`src/rtl/alu_pkg.sv`:
```
// Shared ALU definitions: condition-code encodings, NZCV flag bit positions
// and the default datapath width.
package alu_pkg;

  localparam int DATA_W = 5;

  localparam logic [3:0] COND_EQ = 4'b0000;
  localparam logic [3:0] COND_NE = 4'b0001;
  localparam logic [3:0] COND_CS = 4'b0010;
  localparam logic [3:0] COND_CC = 4'b0011;
  localparam logic [3:0] COND_MI = 4'b0100;
  localparam logic [3:0] COND_PL = 4'b0101;
  localparam logic [3:0] COND_VS = 4'b0110;
  localparam logic [3:0] COND_VC = 4'b0111;
  localparam logic [3:0] COND_HI = 4'b1000;
  localparam logic [3:0] COND_LS = 4'b1001;
  localparam logic [3:0] COND_GE = 4'b1010;
  localparam logic [3:0] COND_LT = 4'b1011;
  localparam logic [3:0] COND_GT = 4'b1100;
  localparam logic [3:0] COND_LE = 4'b1101;
  localparam logic [3:0] COND_AL = 4'b1110;

  localparam int FLAG_N = 3;
  localparam int FLAG_Z = 2;
  localparam int FLAG_C = 1;
  localparam int FLAG_V = 0;

endpackage

```
`src/rtl/cond_check.sv`:
```
// Purely combinational condition evaluator: (NZCV flags, cond) -> pass.
// Kept standalone so branch logic can reuse it.
module cond_check
  import alu_pkg::*;
(
  input  logic [3:0] flags,
  input  logic [3:0] cond,
  output logic       pass
);

  logic n, z, c, v;

  assign n = flags[FLAG_N];
  assign z = flags[FLAG_Z];
  assign c = flags[FLAG_C];
  assign v = flags[FLAG_V];

  always_comb begin
    pass = 1'b1;
    case (cond)
      COND_EQ: pass = z;
      COND_NE: pass = !z;
      COND_CS: pass = c;
      COND_CC: pass = !c;
      COND_MI: pass = n;
      COND_PL: pass = !n;
      COND_VS: pass = v;
      COND_VC: pass = !v;
      COND_HI: pass = c & !z;
      COND_LS: pass = !c | z;
      COND_GE: pass = (n == v);
      COND_LT: pass = (n != v);
      COND_GT: pass = !z & (n == v);
      COND_LE: pass = z | (n != v);
      COND_AL: pass = 1'b1;
      default: pass = 1'b1;  // 1111 behaves as AL
    endcase
  end

endmodule

```
`src/rtl/alu_cond_stage.sv`:
```
// Execute-stage back end: conditional execution against the NZCV register,
// one-entry output register with valid/ready. ALU_COND_STATS_EN adds counters.
module alu_cond_stage
  import alu_pkg::*;
#(
  parameter int DATA_W = alu_pkg::DATA_W,
  parameter int DEST_W = 3
) (
  input  logic              clk,
  input  logic              reset,
  input  logic              in_valid,
  output logic              in_ready,
  input  logic [DATA_W-1:0] in_result,
  input  logic [3:0]        in_flags,
  input  logic [3:0]        in_cond,
  input  logic              in_set_flags,
  input  logic [DEST_W-1:0] in_dest,
  output logic              out_valid,
  input  logic              out_ready,
  output logic [DATA_W-1:0] out_result,
  output logic [DEST_W-1:0] out_dest,
  output logic              out_write,
`ifdef ALU_COND_STATS_EN
  output logic [7:0]        exec_count,
  output logic [7:0]        squash_count,
`endif
  output logic [3:0]        flags_q
);

  logic accept;
  logic pass;

  assign in_ready = !out_valid | out_ready;
  assign accept   = in_valid & in_ready;

  // Evaluated against the pre-update register; the same edge that captures
  // this beat writes the new flags, which the next beat then sees.
  cond_check u_cond_check (
    .flags (flags_q),
    .cond  (in_cond),
    .pass  (pass)
  );

  always_ff @(posedge clk) begin
    if (reset) begin
      out_valid  <= 1'b0;
      out_result <= '0;
      out_dest   <= '0;
      out_write  <= 1'b0;
      flags_q    <= 4'b0000;
    end else begin
      if (accept) begin
        out_valid  <= 1'b1;
        out_result <= in_result;
        out_dest   <= in_dest;
        out_write  <= pass;
        if (pass && in_set_flags) flags_q <= in_flags;
      end else if (out_ready) begin
        out_valid <= 1'b0;
      end
    end
  end

`ifdef ALU_COND_STATS_EN
  always_ff @(posedge clk) begin
    if (reset) begin
      exec_count   <= 8'h00;
      squash_count <= 8'h00;
    end else if (accept) begin
      if (pass && exec_count != 8'hFF)     exec_count   <= exec_count + 8'h01;
      if (!pass && squash_count != 8'hFF)  squash_count <= squash_count + 8'h01;
    end
  end
`endif

endmodule

```
`config.mk`:
```
export PLATFORM = sky130hd
export DESIGN_NAME = alu_cond_stage
export DESIGN_NICKNAME = d
export VERILOG_FILES = /design/src/rtl/alu_pkg.sv /design/src/rtl/cond_check.sv /design/src/rtl/alu_cond_stage.sv
export SDC_FILE = /design/constraint.sdc
export NUM_CORES = 1
export LEC_CHECK = 0
export CAP_MARGIN = 10
export CORE_MARGIN = 3
export CORE_UTILIZATION = 39
export CTS_CLUSTER_SIZE = 12
export DETAILED_ROUTE_END_ITERATION = 8
export PLACE_DENSITY = 0.81
export SKIP_LAST_GASP = 1
export SLEW_MARGIN = 20
export SYNTH_ARGS = -nofsm -noshare
export SYNTH_HDL_FRONTEND = slang
export SYNTH_SLANG_ARGS = --single-unit
export TNS_END_PERCENT = 100
```
`constraint.sdc`:
```
create_clock -name clk -period 1.65 [get_ports clk]
set_input_delay 0.4125 -clock clk [delete_from_list [all_inputs] [get_ports clk]]
set_output_delay 0.4125 -clock clk [all_outputs]
set_load 0.02 [all_outputs]
```
==> reports/qor.yml <==
clocking:
  clkTransAtPathRegs_ns: 0.08
  cts_tree: "done"
  numCtsBuffers: 3
  post_cts_buffers: 0
  hold_buffers: 0
  clkLatencyLatePin_ns: 0.28
  cts.sinks: 14
  h-tree-depth: 1
  cts_max_path_buffers: 2
  clockRootBuffer: "clkbuf_4"
floorplan:
  dieArea_mm2: 0.00243
  ios: 36
  num_rows: 15
  fp.coreArea_mm2: 0.00175
  initial_core_util_pct: 41.9
  fp.dieH_um: 49.3
  die_w_um: 49.3
global_routing:
  grt_remaining_overflow: 0
  grt_pass1_wl_um: 2860
  antenna_found_initial: 0
  grt_pass1_vias: 595
  grt_max_degree: 11
  grtUsageTotal_pct: 15.3
final_layout:
  fin_area_mm2: 0.00124
  fin_cells: 152
  antennaDiodeCount: 0
  drive_gt1_share_pct: 25.2
  nNetsFinal: 149
  syn2layout_area_growth_pct: 69.1
  fillers: 148
critical_path:
  cp-end-kind: "flop"
  crit_type: "input port to flop"
  ff2ff_path_depth: 5
  startpoint_type: "input port"
  worstPathRequired_ns: 1.85
  critPathMaxFanout: 4
  arrival_ns: 1.79
power:
  seqPwrFrac_pct: 44.0
  clkPwrFrac_pct: 29.4
  p_sw_uw: 223
  vdd_ir_drop_max_mv: 0.679
  p_per_area_mw_per_mm2: 677
  p_int_uw: 615
  switching_share_pct: 26.6
  combPwrFrac_pct: 26.5
  p_leak_nw: 0.625
worst_hold_path:
  hold_path.class: "flop to flop"
  min_path_cells: 2
timing:
  fin_hold_ws_ns: 0.457
  fmax_mhz: 628
  tightest_slew_ns: 0.279
  skew_ns: 0.00288
  hold_viol: 0
  slew_viol_final: 0
  fin_setup_tns_ns: 0
  slew_headroom_pct: 81.0
  period_needed_ns: 1.59
  period_share_pct: 96.6
  setup_viol: 0
  rsz0062_at_grt: "yes"
placement:
  io_buffer_count: 35
  dp.final_hpwl_um: 1410
  postPlaceCellArea_mm2: 0.00117
  gp_congestion: 0.764
  dp.cells: 148
route:
  wl_per_cell_um: 12.2
  routed_wl_um: 1850
  drtIter0Drc: 5
  drc_errors: 0
  via_count: 723
  wl_met3_um: 65
  viasPerCell: 4.76
  topRoutingLayerUsed: "met4"
  dr.pass1.iters: 4
  wl_met2_um: 952
  antenna_left: 0
  drt-met1-wl_um: 801
logic_synthesis:
  synth_top_area_share_pct: 38.3
  yosys.cell_types.count: 26
  netlist_area_um2: 732
  synth_area_leaders: "dfxtp_1, nand2_1, or2b_2, mux2i_1, a21oi_1"
  syn_nets: 102
  yosys_warnings: 0
  yosys_register_bits: 14
  netlist_instances: 81
  yosysTopAreaCell: "dfxtp_1"
  seq_area_frac_synth_pct: 38.3
  avgSynthCellArea_um2: 9.04
outcome:
  status: "finished, final reports clean"
flow_run:
  drv_cap: 0
## critical path, cell delays in order
cell and delay [ns]:
dlygate4sd2_1 0.23, mux2i_1 0.21, xor2_1 0.10, o32a_4 0.34, a31oi_4 0.26, mux2i_1 0.24
## cell type report
class | instances | area [um^2] | share of cell area, %
Sequential cell | 14 | 282 | 22.8
Timing Repair Buffer | 45 | 429 | 34.7
Multi-Input combinational cell | 63 | 455 | 36.8
Clock buffer | 4 | 36.3 | 2.93
Tap cell | 25 | 31.3 | 2.53
Inverter | 1 | 3.75 | 0.303
## placed cells by master, fill, tap and decap left out, types with 2 or more instances in the layout
master | synthesis | final
clkbuf_4 | 0 | 3
dlygate4sd2_1 | 0 | 9
or2b_2 | 7 | 7
xnor2_1 | 3 | 2
dfxtp_1 | 14 | 13
nand2_1 | 19 | 19
dlymetal6s2s_1 | 0 | 8
buf_4 | 0 | 10
a21oi_1 | 9 | 9
clkdlybuf4s50_1 | 0 | 16
xor2_1 | 2 | 2
mux2i_1 | 6 | 5
## per-stage QoR
step / power [mW] / setup slack (ns) / util [%]
global route: 0.884 / -0.0284 / 70.9
CTS: 0.842 / -0.0783 / 69.1
floorplan: 0.480 / 0.0850 / -
global placement: 0.598 / -0.442 / 67.0
finish: 0.837 / 0.0566 / 70.9
detailed placement: 0.603 / -0.478 / 67.0
## flip-flops by register name (all words and copies together), names as in the netlist
register,count
out_result,5
out_dest,3
out_valid,1
out_write,1
flags_q,4
## worst paths after layout
kind,startpoint,to,slack [ns]
min reg2reg,out_dest[1],out_dest[1],0.46
max reg2reg,flags_q[1],flags_q[0],0.07
max,in_cond[1],flags_q[0],0.06
min,out_dest[1],out_dest[1],0.46
## cell families (layout without fill, tap and decap cells)
group	after synthesis	after routing	share of synthesized area [%]
multiplexers	6	6	8.21
XOR/XNOR	5	5	5.98
AO/OA/AOI/OAI	14	14	14.9
flip-flops	14	14	38.3
AND/OR/NAND/NOR	38	38	29.6
buffers and inverters	4	50	3.08
## routing by layer
metal / GRT usage, % / up-vias
li1: - / 365
met1: 19.6 / 335
met2: 24.1 / 19
met3: 3.36 / 4
met4: 7.11 / 0
met5: 0 / -
## what timing repair did
| item | CTS | global route |
|---|---|---|
| resized for setup | 14 | 14 |
| pin swaps | 3 | 2 |
| setup endpoints to repair | 12 | 13 |
## cells in the mapped netlist, drive strengths merged
| library cell | n |
|---|---|
| nand2b | 1 |
| nor3b | 2 |
| and2 | 1 |
| o32a | 1 |
| a21oi | 9 |
| xor2 | 2 |
| nand2 | 19 |
| or2b | 8 |
| nor2b | 1 |
| o21ai | 1 |
| nor2 | 1 |
| nand3b | 1 |
| dfxtp | 14 |
| o21a | 1 |
| xnor2 | 3 |
| a31oi | 1 |
| clkbuf | 2 |
| a22oi | 1 |
| mux2i | 6 |
| inv | 1 |
| and3b | 2 |
| nand4 | 1 |
| clkdlybuf4s50 | 1 |
| nor3 | 1 |
## power groups by stage
stage                     combinational (mW)  clock, mW  sequential, mW
after floorplan                       0.0813          0           0.399
after global placement                 0.221          0           0.376
after detailed placement               0.226          0           0.377
after CTS                              0.222      0.252           0.369
after global routing                   0.239      0.273           0.371
final                                  0.222      0.246           0.369
Power figures use the tool's default switching activity.
==> variant 1 (config.mk and constraints unchanged) <==
The option `ALU_COND_STATS_EN` is turned on by a define.
--- a/src/rtl/alu_cond_stage.sv
+++ b/src/rtl/alu_cond_stage.sv
@@ -1,5 +1,7 @@
 // Execute-stage back end: conditional execution against the NZCV register,
 // one-entry output register with valid/ready. ALU_COND_STATS_EN adds counters.
+`define ALU_COND_STATS_EN
+
 module alu_cond_stage
   import alu_pkg::*;
 #(
Function (old outputs only; new: exec_count and squash_count): kept (Yosys induction, for registers that start in step).
==> variant 1 against the unedited design <==
The run now ends with negative setup slack left. Total power up 130%. Setup slack worse by 0.44 ns. Global-route usage up 2.0 points. Register-to-register slack worse by 0.45 ns. Final cell count up 110%. Synthesized area up 110%. Core utilization down 0.39 points. Routed wire length up 130%. Design area up 110%. Sequential cell count up 16. Sequential power up 110%. Critical path type is now reg -> reg. Critical endpoint is now squash_count[3]$_SDFFE_PP0P_. Largest power group unchanged. Highest routed layer unchanged.
==> variant 1: results (changes against the unedited design) <==
Hold WS 0.452 ns (-0.00507 ns); end of the critical path squash_count[3]$_SDFFE_PP0P_; final net count 293 (+97%); Distinct cells, synth 46 (+77%); hold_sp out_dest[0]$_SDFFE_PP0P_; Critical Path Max Stage Delay 0.37 ns (+0.03 ns); Root Buffer clkbuf_8; Tot Pwr 0.00194 W (+130%); failing checks negative setup slack; Commonest cells post-synth dfxtp_1, nand2_1, nor2_1; startpoint types flip-flop; dpl cell area 0.00242 sq mm (+110%); Vias 1,608 (+120%); status complete, but fails checks; pin count of the biggest net entering global routing 16 (+5); first-pass GRT wire length 6840 microns (+140%); total track usage 17.3% (+2.0 points); Finished Layout Cells 319 (+110%); Comb power frac 22.3% (-4.2 points); reg2reg path depth 6 (+1); post-place setup slack -0.976 ns (-0.498 ns); met1 Use GR 18.9% (-0.68 points); DR WL met3 227 microns (+250%); Starting DRT DRC Count 76 (+71); fraction of synthesized cell area in xor and xnor cells 3.12% (-2.9 points); setup tns final -5.59 ns (-5.59 ns); Final Worst Setup Slack -0.383 ns (-0.439 ns); CP arrival 2.21 ns (+0.42 ns); worst min-delay path class reg -> reg; mux cell area share after synthesis 13.2% (+5.0 points); M2 GR Usage 31.3% (+7.1 points); critical path peak fanout 6 (+2); Final setup viols 21 (+21); Syn Nets 197 (+93%); Fillers 301 (+100%); post-synthesis compound-gate area fraction 11.3% (-3.6 points); Clk pwr share 38.2% (+8.8 points); Mean Syn Cell Area 8.99 sq um (-0.53%); Pleak 1.32 nW (+110%); Hold Path End out_dest[0]$_SDFFE_PP0P_; RePlAce Congestion 0.838 (+9.7%); Port Buf Inserts 51 (+46%); Slew @ Worst Pin 0.313 ns (+0.0338 ns); largest cells by area after synthesis dfxtp_1, nand2_1, mux2i_1, nor2_1, a21oi_1; fraction of layout instances using a drive strength above 1 35.1% (+9.9 points); WL met2 2210 microns (+130%); crit path max-delay cell type xnor3_1; sequential share of the synthesized area 38.4% (+0.11 points)
[variant 1: cell types whose count changed after synthesis, moves of 3 or more]
| cell | delta |
|---|---|
| nand2_1 | +9 |
| dfxtp_1 | +16 |
| nor2b_1 | +6 |
| nand3_1 | +6 |
| a21oi_1 | +3 |
| mux2_2 | +4 |
| or2b_2 | -7 |
| and3_1 | +3 |
| nor2_1 | +18 |
| mux2_1 | +4 |
[variant 1: critical path: cells and delay by family, from the launching register on]
family	cells	cell delay (ns)
muxes	1	0.33
AOI/OAI and AO/OA	2	0.38
DFF	1	0.36
and+or+nand+nor	2	0.49
xor gates and xnor gates	1	0.37
[variant 1: layout make-up]
type                       instances  area [sq um]  area share, %
multi-input combinational        133          1020           38.3
timing repair buffer              97           847           31.9
sequential                        30           613           23.1
clock buffer                       5          68.8           2.59
tap                               48          60.1           2.26
clock inverter                     3          40.0           1.51
inverter                           3          11.3          0.424
==> variant 2 (same flow settings) <==
Made on the original files. Register the output `flags_q` once more; this adds one clock of latency there. The other outputs are not delayed to match.
--- a/src/rtl/alu_cond_stage.sv
+++ b/src/rtl/alu_cond_stage.sv
@@ -27,6 +27,8 @@
   output logic [3:0]        flags_q
 );
 
+  logic [3:0] flags_q_s0;
+
   logic accept;
   logic pass;
 
@@ -36,7 +38,7 @@
   // Evaluated against the pre-update register; the same edge that captures
   // this beat writes the new flags, which the next beat then sees.
   cond_check u_cond_check (
-    .flags (flags_q),
+    .flags (flags_q_s0),
     .cond  (in_cond),
     .pass  (pass)
   );
@@ -47,14 +49,14 @@
       out_result <= '0;
       out_dest   <= '0;
       out_write  <= 1'b0;
-      flags_q    <= 4'b0000;
+      flags_q_s0 <= 4'b0000;
     end else begin
       if (accept) begin
         out_valid  <= 1'b1;
         out_result <= in_result;
         out_dest   <= in_dest;
         out_write  <= pass;
-        if (pass && in_set_flags) flags_q <= in_flags;
+        if (pass && in_set_flags) flags_q_s0 <= in_flags;
       end else if (out_ready) begin
         out_valid <= 1'b0;
       end
@@ -73,5 +75,9 @@
   end
 `endif
 
+  always_ff @(posedge clk) begin
+    flags_q <= flags_q_s0;
+  end
+
 endmodule
 
Formal check against the unedited RTL: not equivalent (Yosys sat finds a counterexample within 4 cycles, from zero or initial values and one cycle with reset high).
==> variant 2 against the unedited design <==
Sequential cell count is 4 higher. Design area increased by 9.4%. Routed wire length increased by 16%. Synthesized area is 12% higher. Core utilization rose by 2.0 points. Setup slack got worse by 0.025 ns. Total power grew 17%. Final cell count grew 7.2%.
==> variant 2: results (changes against the unedited design) <==
status completed; CTS clk-pin slew, worst paths 0.10 ns (+0.02 ns); Detailed Routing Iterations Pass 1 5 (+1); final WL 2160 microns (+16%); htree depth 1 (unchanged); Port Buf Inserts 35 (unchanged); fraction of synthesized cell area in xor and xnor cells 3.20% (-2.8 points); Worst path top cell family by delay buffers and inverters; RR Startpoint flags_q_s0[0]$_SDFFE_PP0P_; post-synthesis compound-gate area fraction 14.5% (-0.41 points); largest cells by area after synthesis dfxtp_1, nand2_1, a21oi_1, mux2i_1, nand2b_1; first-pass GRT wire length 3360 microns (+18%); fraction of layout instances using a drive strength above 1 24.6% (-0.56 points); CP arrival 1.21 ns (-0.58 ns); clock latency on the worst-skew pair 0.30 ns (+0.02 ns); Hold Path End flags_q[3]$_DFF_P_; clk buf depth 2 (unchanged); sequential share of the synthesized area 43.8% (+5.5 points); Starting DRT DRC Count 13 (+8); ys flop type dfxtp_1; pin count of the biggest net entering global routing 13 (+2); Regs by FF count out_result x5, flags_q x4, flags_q_s0 x4; critical path peak fanout 1 (-3); maximum vdd drop 0.460 mV (-32%); Critical Path Max Stage Delay 0.59 ns (+0.25 ns); RePlAce Congestion 0.851 (+11%); Pleak 0.632 nW (+1.1%); reg2reg path depth 6 (+1); dpl cell area 0.00123 sq mm (+5.0%); CP startpoint flags_q[3]$_DFF_P_; via count of the first global-routing pass 782 (+31%); Commonest cells post-synth dfxtp_1, nand2_1, a21oi_1; Syn Nets 114 (+12%); Distinct cells, synth 30 (+15%); WL/cell 13.2 microns (+8.5%); Rel. slew slack 73.8% (-7.3 points); crit path max-delay cell type clkdlybuf4s50_1; mux cell area share after synthesis 6.09% (-2.1 points); FF-to-FF End out_write$_SDFFE_PP0P_; Mean Syn Cell Area 8.84 sq um (-2.2%); Hold WS 0.414 ns (-0.0431 ns); worst hold path depth 0 (-2); Root Buffer clkbuf_4; hpwl dp 1450 microns (+3.3%); end of the critical path flags_q[3]; hold_sp flags_q_s0[3]$_SDFFE_PP0P_; FMAX 618 MHz (-1.6%); post-DR vias/cell 5.14 (+8.1%); Setup Skew 0.00124 ns (-0.00164 ns); post-place setup slack -0.536 ns (-0.0582 ns); final net count 160 (+7.4%); total track usage 16.7% (+1.4 points); adder-cell share of the synthesized area 0% (unchanged)
variant 2: power by group:
part,internal [W],switching (W),leakage (nW)
registers,0.000457,0.0000132,0.149
logic,0.000123,0.000111,0.462
clock network,0.000135,0.000142,0.0210
variant 2: area by class of cell:
cell class	count	area, sq um
repair buffers	47	437
well taps	25	31.3
clock buffers	4	36.3
multi-input cells	68	479
inverters	1	3.75
flip-flops and latches	18	367
fillers	124	504
variant 2: cell families after synthesis:
logic type             count (synthesis)
AO/OA/AOI/OAI                         18
XOR/XNOR                               3
buffers and inverters                  7
flip-flops                            18
multiplexers                           5
AND/OR/NAND/NOR                       42
variant 2: per-layer routing:
layer	routed length [microns]	global-route usage [%]	share of wire [%]
met5	0	0	0
met4	81	9.17	3.8
met3	110	2.87	5.1
met2	1070	27.4	50
met1	892	20.6	41
variant 2: timing repair:
item                       4_1_cts  5_1_grt
buffers inserted                 2        0
pin swaps                        2        6
gates resized for setup         26       21
setup endpoints to repair       15       10
cloned                           1        0
